==> src/rtl/pll_sup_pkg.sv <==
// pll_sup_pkg: shared types and default timing for the PLL lock supervisor.
// Holds the FSM state enum, default cycle counts and the loss-count width.
package pll_sup_pkg;

  typedef enum logic [2:0] {
    RST_PLL   = 3'd0,
    WAIT_LOCK = 3'd1,
    QUALIFY   = 3'd2,
    LOCKED    = 3'd3,
    LOST      = 3'd4
  } pll_state_t;

  localparam int DEF_SYNC_STAGES    = 2;
  localparam int DEF_STABLE_CYCLES  = 50000;
  localparam int DEF_LOSS_CYCLES    = 4;
  localparam int DEF_PLL_RST_CYCLES = 16;
  localparam int DEF_TIMEOUT_CYCLES = 500000;
  localparam int DEF_CNT_W          = 20;

  localparam int LOSS_CNT_W = 8;

endpackage

==> src/rtl/sync_bit.sv <==
// sync_bit: N-flop single-bit synchroniser, synchronous active-low reset to 0.
// Ports: clk, rst_n, d (async input), q (synchronised output).
module sync_bit #(
  parameter int N = 2
) (
  input  logic clk,
  input  logic rst_n,
  input  logic d,
  output logic q
);

  logic [N-1:0] ff;

  always_ff @(posedge clk) begin
    if (!rst_n) begin
      ff <= '0;
    end else begin
      ff <= {ff[N-2:0], d};
    end
  end

  assign q = ff[N-1];

endmodule

==> src/rtl/pll_lock_supervisor.sv <==
// pll_lock_supervisor: qualifies raw PLL lock, drives PLL reset and system reset.
// Ports: init_clk, rst_n (sync, active low), pll_lock (async) in;
//   pll_rst, sys_rst_n, clk_ok, relock_pulse, state_o out.
//   loss_count (saturating loss tally) exists only with LOCK_LOSS_COUNTER_EN.
module pll_lock_supervisor
  import pll_sup_pkg::*;
#(
  parameter int SYNC_STAGES    = DEF_SYNC_STAGES,
  parameter int STABLE_CYCLES  = DEF_STABLE_CYCLES,
  parameter int LOSS_CYCLES    = DEF_LOSS_CYCLES,
  parameter int PLL_RST_CYCLES = DEF_PLL_RST_CYCLES,
  parameter int TIMEOUT_CYCLES = DEF_TIMEOUT_CYCLES,
  parameter int CNT_W          = DEF_CNT_W
) (
  input  logic                  init_clk,
  input  logic                  rst_n,
  input  logic                  pll_lock,
  output logic                  pll_rst,
  output logic                  sys_rst_n,
  output logic                  clk_ok,
  output logic                  relock_pulse,
`ifdef LOCK_LOSS_COUNTER_EN
  output logic [LOSS_CNT_W-1:0] loss_count,
`endif
  output logic [2:0]            state_o
);

  localparam int LW = $clog2(LOSS_CYCLES + 1);

  localparam logic [CNT_W-1:0] C_RST  = CNT_W'(PLL_RST_CYCLES - 1);
  localparam logic [CNT_W-1:0] C_TO   = CNT_W'(TIMEOUT_CYCLES - 1);
  localparam logic [CNT_W-1:0] C_STAB = CNT_W'(STABLE_CYCLES - 1);
  localparam logic [LW-1:0]    C_LOSS = LW'(LOSS_CYCLES);

  pll_state_t       state;
  logic [CNT_W-1:0] cnt;
  logic [LW-1:0]    loss_cnt;
  logic             lock_s;

  sync_bit #(
    .N (SYNC_STAGES)
  ) u_sync (
    .clk   (init_clk),
    .rst_n (rst_n),
    .d     (pll_lock),
    .q     (lock_s)
  );

  always_ff @(posedge init_clk) begin
    if (!rst_n) begin
      state        <= RST_PLL;
      cnt          <= C_RST;
      loss_cnt     <= '0;
      pll_rst      <= 1'b1;
      sys_rst_n    <= 1'b0;
      clk_ok       <= 1'b0;
      relock_pulse <= 1'b0;
    end else begin
      relock_pulse <= 1'b0;
      loss_cnt     <= '0;
      case (state)
        RST_PLL: begin
          if (cnt == '0) begin
            state   <= WAIT_LOCK;
            cnt     <= C_TO;
            pll_rst <= 1'b0;
          end else begin
            cnt <= cnt - 1'b1;
          end
        end
        WAIT_LOCK: begin
          // lock beats a timeout expiring on the same cycle
          if (lock_s) begin
            state <= QUALIFY;
            cnt   <= C_STAB;
          end else if (cnt == '0) begin
            state   <= RST_PLL;
            cnt     <= C_RST;
            pll_rst <= 1'b1;
          end else begin
            cnt <= cnt - 1'b1;
          end
        end
        QUALIFY: begin
          if (!lock_s) begin
            state <= WAIT_LOCK;
            cnt   <= C_TO;
          end else if (cnt == '0) begin
            state     <= LOCKED;
            sys_rst_n <= 1'b1;
            clk_ok    <= 1'b1;
          end else begin
            cnt <= cnt - 1'b1;
          end
        end
        LOCKED: begin
          if (loss_cnt == C_LOSS) begin
            state        <= LOST;
            sys_rst_n    <= 1'b0;
            clk_ok       <= 1'b0;
            relock_pulse <= 1'b1;
          end else if (!lock_s) begin
            loss_cnt <= loss_cnt + 1'b1;
          end
        end
        LOST: begin
          state   <= RST_PLL;
          cnt     <= C_RST;
          pll_rst <= 1'b1;
        end
        default: begin
          state     <= RST_PLL;
          cnt       <= C_RST;
          pll_rst   <= 1'b1;
          sys_rst_n <= 1'b0;
          clk_ok    <= 1'b0;
        end
      endcase
    end
  end

`ifdef LOCK_LOSS_COUNTER_EN
  always_ff @(posedge init_clk) begin
    if (!rst_n) begin
      loss_count <= '0;
    end else if (state == LOCKED && loss_cnt == C_LOSS
                 && loss_count != '1) begin
      loss_count <= loss_count + 1'b1;
    end
  end
`endif

  assign state_o = state;

endmodule
==> config.mk <==
export PLATFORM = sky130hd
export DESIGN_NAME = pll_lock_supervisor
export DESIGN_NICKNAME = d
export VERILOG_FILES = /design/src/rtl/pll_sup_pkg.sv /design/src/rtl/sync_bit.sv /design/src/rtl/pll_lock_supervisor.sv
export SDC_FILE = /design/constraint.sdc
export NUM_CORES = 1
export LEC_CHECK = 0
export BUFFER_PORTS_ARGS = -buffer_cell sky130_fd_sc_hd__buf_2
export CORE_ASPECT_RATIO = 0.75
export CORE_MARGIN = 2
export CORE_UTILIZATION = 50
export CTS_CLUSTER_DIAMETER = 80
export DETAILED_ROUTE_END_ITERATION = 8
export GPL_ROUTABILITY_DRIVEN = 0
export PLACE_DENSITY = 0.8
export SYNTH_ARGS = -nofsm -noshare
export SYNTH_HDL_FRONTEND = slang
export SYNTH_SLANG_ARGS = --single-unit
==> constraint.sdc <==
create_clock -name init_clk -period 2.1 [get_ports init_clk]
set_clock_uncertainty 0.1 [all_clocks]
set_input_delay 0.21 -clock init_clk [delete_from_list [all_inputs] [get_ports init_clk]]
set_output_delay 0.21 -clock init_clk [all_outputs]
set_load 0.005 [all_outputs]
==> Word-level counts from Yosys, hierarchy flattened <==
Index checks and enable logic that the tools add are counted.
Widths: inputs -> output; s select.
{ "word_totals": {"in_bits": 3, "reg_bits": 31, "word_cells": 58, "out_inout_bits": 7} }
{ "op_classes": {"n_eq_ne": 14, "n_reduce_logical": 10, "n_mux": 21, "bitwise_logic": 4, "addsub": 2} }
{ "op_table": {"columns": ["operator", "n"], "rows": [
  ["$mux 20", 5],
  ["$pmux 20 s4", 1],
  ["$logic_not 20->1", 1],
  ["$sub 20x1->20 const B", 1],
  ["$mux 3", 6],
  ["$pmux 3 s4", 1],
  ["$reduce_and 4->1", 3],
  ["$ne 2x2->1 const B", 5],
  ["$eq 3x2->1 const B", 2],
  ["$eq 3x3->1 const B", 2],
  ["$mux 1", 6],
  ["$ne 3x3->1 const B", 2],
  ["$pmux 1 s3", 2],
  ["$not 1->1", 4],
  ["$reduce_and 2->1", 2],
  ["$reduce_or 4->1", 1],
  ["$add 3x1->3 const B", 1],
  ["$eq 3x1->1 const B", 1],
  ["$logic_not 3->1", 1],
  ["$ne 3x2->1 const B", 1],
  ["$reduce_or 3->1", 1],
  ["$ne 2x1->1 const B", 1],
  ["$reduce_or 2->1", 1]
]} }

==> Logic depth before layout (Yosys ltp) <==
{ "depth": {"depth_word": 4, "depth_mapped": 9, "mapped_depth_nobuf": 8} }

==> Modules after synthesis <==
From an unflattened synthesis, not the netlist that was laid out.
{ "hier_totals": {"hier_cells": 252, "area_unflattened_um2": 1884.3} }
{ "modules_own_cells": {"columns": ["module", "n_inst", "cells_per_inst", "area_each_um2"], "rows": [
  ["pll_lock_supervisor", 1, 248, 1831.8],
  ["sync_bit", 1, 4, 52.6]
]} }

==> Worst setup path after synthesis <==
OpenSTA, ideal clock, no wires.
{ "synth_path": {"kind": "register to register", "start": "register cnt[0]", "end": "register cnt[16]", "arrival_time_ns": 2.041, "setup_slack_ns": -0.128, "stages_incl_launch_ff": 10, "t_required_ns": 1.913, "path_buffers": 1, "path_cell_list": "dfxtp_1 -> inv_1 -> ha_1 -> or3b_1 -> clkbuf_1 -> or3_4 -> or4_1 -> a31oi_1 -> a31oi_1 -> o31ai_1"} }
{ "synth_between": {"elab_chain_len": 4, "elab_cells_between_ends": 10} }
{ "synth_lines": {"columns": ["item", "line_no", "text"], "rows": [
  ["start: declaration", "pll_lock_supervisor.sv:36", "logic [CNT_W-1:0] cnt;"],
  ["start signal: assignment", "pll_lock_supervisor.sv:68", "cnt <= cnt - 1'b1;"],
  ["start signal: assignment", "pll_lock_supervisor.sv:81", "cnt <= cnt - 1'b1;"],
  ["start signal: assignment", "pll_lock_supervisor.sv:93", "cnt <= cnt - 1'b1;"],
  ["$sub 20x1->20 / $logic_not 20->1 (equally long branches)", null, null],
  ["$mux 20, on equally long branches", "pll_lock_supervisor.sv:88, pll_lock_supervisor.sv:76", null],
  ["$mux 20, on equally long branches", "pll_lock_supervisor.sv:85, pll_lock_supervisor.sv:73", null],
  ["$pmux 20 s4", "pll_lock_supervisor.sv:61", "case (state)"]
]} }
Parallel ways exist; a longest one is shown, timed or not. The select of a mux whose other input is x is not followed.
A chain may end at the register's enable or synchronous reset.

==> Worst setup path after layout <==
Ends and elaborated chain as after synthesis.

==> flow_results.xml <==
<?xml version="1.0" encoding="UTF-8"?>
<metrics>
  <group name="run_status">
    <metric name="run_status" unit="">finished with violations</metric>
    <metric name="violations_in_the_final_reports" unit="">setup timing</metric>
  </group>
  <group name="critical_path">
    <metric name="arrival" unit="ps">2270</metric>
    <metric name="worst-path-max-fanout" unit="">4</metric>
    <metric name="crit_chain" unit="">inv_2 &gt; ha_4 &gt; or3b_4 &gt; or3_4 &gt; or4_4 &gt; a31oi_4 &gt; a31oi_1 &gt; o31ai_1</metric>
    <metric name="critPathSlowestCell" unit="">sky130_fd_sc_hd__or4_4</metric>
    <metric name="cp-startpoint" unit="">cnt[0]</metric>
    <metric name="worst_setup_path_start_kind" unit="">flop</metric>
    <metric name="timing.rr.start" unit="">cnt[0]</metric>
    <metric name="crit_path_max_incr_delay" unit="ps">440</metric>
    <metric name="timing_worst_setup_path_type" unit="">flop to flop</metric>
    <metric name="cp.required" unit="ps">2200</metric>
    <metric name="r2r_cells" unit="">8</metric>
    <metric name="critical_path.endpoint_type" unit="">flop</metric>
  </group>
  <group name="pwr">
    <metric name="power.combinational.fraction" unit="">0.114</metric>
    <metric name="p_per_area" unit="mW/mm²">499</metric>
    <metric name="seq_power_share" unit="">0.460</metric>
    <metric name="power.clock.fraction" unit="">0.425</metric>
    <metric name="proportion_of_total_power_due_to_net_switching" unit="">0.235</metric>
    <metric name="vdd_drop_max" unit="µV">420</metric>
    <metric name="intPower" unit="mW">1.02</metric>
    <metric name="power.static_leakage" unit="nW">1.14</metric>
    <metric name="p_switching" unit="mW">0.311</metric>
  </group>
  <group name="yosys">
    <metric name="synth_top_cell_by_area" unit="">sky130_fd_sc_hd__dfxtp_1</metric>
    <metric name="synth_largest_type_area_fraction" unit="">0.313</metric>
    <metric name="synth_edf_count" unit="">0</metric>
    <metric name="netlist_area" unit="mm²">0.00198</metric>
    <metric name="synth_cell_types" unit="">57</metric>
    <metric name="ys_async_sr_fraction" unit="">0</metric>
    <metric name="synthMostInstantiatedCell" unit="">sky130_fd_sc_hd__dfxtp_1</metric>
    <metric name="synth-seq-cells" unit="">31</metric>
    <metric name="yosys_warnings" unit="">0</metric>
    <metric name="synth_nets" unit="">261</metric>
    <metric name="syn_area_per_cell" unit="µm²">7.81</metric>
    <metric name="yosys-top-cells-count" unit="">31 x sky130_fd_sc_hd__dfxtp_1, 25 x sky130_fd_sc_hd__nor2_1, 24 x sky130_fd_sc_hd__nand2_1, 14 x sky130_fd_sc_hd__o21ai_0, 13 x sky130_fd_sc_hd__nor4_1</metric>
    <metric name="sequential_share_of_the_synthesized_area" unit="">0.313</metric>
    <metric name="synthesis.instances" unit="">254</metric>
    <metric name="synth_flop_cell" unit="">sky130_fd_sc_hd__dfxtp_1</metric>
    <metric name="ys_top_cells_by_area" unit="">sky130_fd_sc_hd__dfxtp_1 31%, sky130_fd_sc_hd__nor2_1 4.7%, sky130_fd_sc_hd__nand2_1 4.5%, sky130_fd_sc_hd__nor4_1 4.1%, sky130_fd_sc_hd__xnor2_1 4.0%</metric>
  </group>
  <group name="detailed_routing">
    <metric name="firstDrtPassIters" unit="">5</metric>
    <metric name="drt-wirelength-per-cell" unit="µm">16.5</metric>
    <metric name="drt_iter0_markers" unit="">184</metric>
    <metric name="via_count_normalized_by_instance_count" unit="">6.13</metric>
    <metric name="route.met3.wl" unit="µm">568</metric>
    <metric name="route.final.wire_length" unit="µm">5900</metric>
    <metric name="drt-met1-wl" unit="µm">2670</metric>
    <metric name="drt.antenna.violating_nets" unit="">0</metric>
    <metric name="met2WireLength" unit="µm">2550</metric>
    <metric name="highest-signal-layer" unit="">met4</metric>
    <metric name="post-route-drc-count" unit="">0</metric>
    <metric name="route.vias.total" unit="">2190</metric>
  </group>
  <group name="cts">
    <metric name="cts_buffer_depth" unit="">2</metric>
    <metric name="tritoncts_num_sinks" unit="">31</metric>
    <metric name="worst_setup_hold_path_clk_slew" unit="ps">70</metric>
    <metric name="cts_buffers" unit="">5</metric>
    <metric name="worst_skew_pair.late_latency" unit="ps">280</metric>
    <metric name="clockRootBuffer" unit="">sky130_fd_sc_hd__clkbuf_8</metric>
    <metric name="cts_tree" unit="">built</metric>
    <metric name="cts-htree-levels" unit="">2</metric>
  </group>
  <group name="cells_and_area">
    <metric name="area_growth_syn_to_layout" unit="%">34.1</metric>
    <metric name="finish.net_count" unit="">312</metric>
    <metric name="final_layout_size_suffix_gt1_frac" unit="">0.341</metric>
    <metric name="antennaDiodeCount" unit="">0</metric>
    <metric name="fin_util" unit="">0.713</metric>
    <metric name="final_cell_count_no_fill" unit="">357</metric>
  </group>
  <group name="floorplanning">
    <metric name="y_dimension_of_the_die" unit="µm">58.5</metric>
    <metric name="io_pins" unit="">10</metric>
    <metric name="start_util" unit="">0.531</metric>
    <metric name="floorplan.die_area" unit="mm²">0.00449</metric>
    <metric name="standard_cell_rows" unit="">19</metric>
    <metric name="fp.dieW" unit="µm">76.7</metric>
    <metric name="placeableCoreArea" unit="mm²">0.00373</metric>
  </group>
  <group name="global_route">
    <metric name="maximum_number_of_pins_on_one_net_before_global_route_repair" unit="">18</metric>
    <metric name="groute.usage.overall" unit="">0.274</metric>
    <metric name="antenna_found_initial" unit="">0</metric>
    <metric name="first_global_vias" unit="">1984</metric>
    <metric name="grt.overflow.total" unit="">0</metric>
    <metric name="global_route_wire_length_before_repair" unit="µm">9640</metric>
  </group>
  <group name="placed_design">
    <metric name="port-buffer-count" unit="">9</metric>
    <metric name="place.detailed.instances" unit="">346</metric>
    <metric name="dp_hpwl" unit="µm">4400</metric>
  </group>
  <group name="timing">
    <metric name="hold_viol_final" unit="">0</metric>
    <metric name="worstMarginPinSlew" unit="ps">486</metric>
    <metric name="setup-violations-final" unit="">3</metric>
    <metric name="setup_repair_after_global_routing_missed_its_margin" unit="">yes</metric>
    <metric name="slew_viol_final" unit="">0</metric>
    <metric name="relSlewSlack" unit="">0.673</metric>
    <metric name="setup_slack" unit="ps">-65.2</metric>
    <metric name="layout_min_cycle_time" unit="ps">2170</metric>
    <metric name="clock.fmax" unit="MHz">462</metric>
    <metric name="final.period_utilization" unit="">1.03</metric>
  </group>
  <group name="worst_hold_path">
    <metric name="worstHoldPathCells" unit="">2</metric>
    <metric name="hold_path.startpoint" unit="">pll_lock</metric>
    <metric name="worst_hold_path_type" unit="">input port to flop</metric>
  </group>
  <group name="run">
    <metric name="max_cap_viol_count" unit="">0</metric>
  </group>
</metrics>
==> power by group through the flow <==
stage	clock [mW]	sequential, mW	combinational (mW)
4_1_cts	0.572	0.610	0.138
5_1_grt	0.598	0.612	0.163
2_1_floorplan	0	0.624	0.0815
3_3_place_gp	0	0.622	0.130
3_5_place_dp	0	0.623	0.133
6_report	0.565	0.611	0.152
==> stage by stage <==
stage / power (mW) / setup slack, ps / TNS (ps) / hold WS [ps] / instance area (µm²)
floorplan: 0.705 / -34.3 / -34.3 / 237 / 2000
global placement: 0.752 / -83.4 / -932 / 317 / 2380
detailed placement: 0.756 / -102 / -1270 / 327 / 2380
CTS: 1.32 / -67.7 / -337 / 31.3 / 2500
global route: 1.37 / -152 / -490 / 29.0 / 2660
finish: 1.33 / -65.2 / -84.0 / 30.5 / 2660
==> layout by cell type (no fill, tap or decap), types with 6 or more instances in the layout <==
cell type	count
sky130_fd_sc_hd__nor4_1	8
sky130_fd_sc_hd__xnor2_1	9
sky130_fd_sc_hd__nor2_1	22
sky130_fd_sc_hd__buf_2	9
sky130_fd_sc_hd__a21oi_1	8
sky130_fd_sc_hd__buf_4	49
sky130_fd_sc_hd__nand3_1	10
sky130_fd_sc_hd__or3_1	6
sky130_fd_sc_hd__o21ai_0	12
sky130_fd_sc_hd__nor3_1	10
sky130_fd_sc_hd__dfxtp_1	27
sky130_fd_sc_hd__nand2_1	24
==> final timing paths <==
check | slack, ps | end
worst max register to register | -70 | cnt[16]
worst max-delay path | -70 | cnt[16]
worst min-delay path | 30 | u_sync.ff[0]
worst min register to register | 340 | u_sync.ff[1]
==> critical path, delay by kind of cell, from the launching register on <==
| kind | cells | cell delay [ps] |
|---|---|---|
| buffers and inverters | 1 | 70 |
| and+or+nand+nor | 3 | 1200 |
| DFF | 1 | 320 |
| AOI/OAI and AO/OA | 3 | 270 |
| adders and majority gates | 1 | 120 |
==> sequential cells by signal (all words and copies together), names as in the netlist <==
signal	count
cnt	20
loss_cnt	3
state_o	3
u_sync.ff	2
clk_ok	1
pll_rst	1
relock_pulse	1
==> area by class of cell <==
class                   count  area (µm²)
clock buffers               6        72.6
clock inverters             1        30.0
fillers                   277        1070
inverters                   7        26.3
multi-input cells         200        1410
flip-flops and latches     31         626
well taps                  52        65.1
repair buffers             60         435
==> metal layers <==
layer | up-vias | global-route usage
met2 | 117 | 0.405
met5 | - | 0
met1 | 1006 | 0.391
li1 | 1047 | -
met3 | 20 | 0.0706
met4 | 0 | 0.0935
==> logic make-up after synthesis <==
family	after synthesis	share of synthesized area
and+or+nand+nor	125	0.348
AOI/OAI and AO/OA	59	0.204
DFF	31	0.313
buffers and inverters	23	0.0562
xor gates and xnor gates	11	0.0486
adders and majority gates	4	0.0252
muxes	1	0.00505
==> repair_timing <==
item / CTS / global route
setup buffers: 1 / 4
gates resized for setup: 7 / 26
setup endpoints to repair: 19 / 20
pin swaps: 5 / 12
hold buffers: 0 / 0
(Power assumes the default switching activity.)
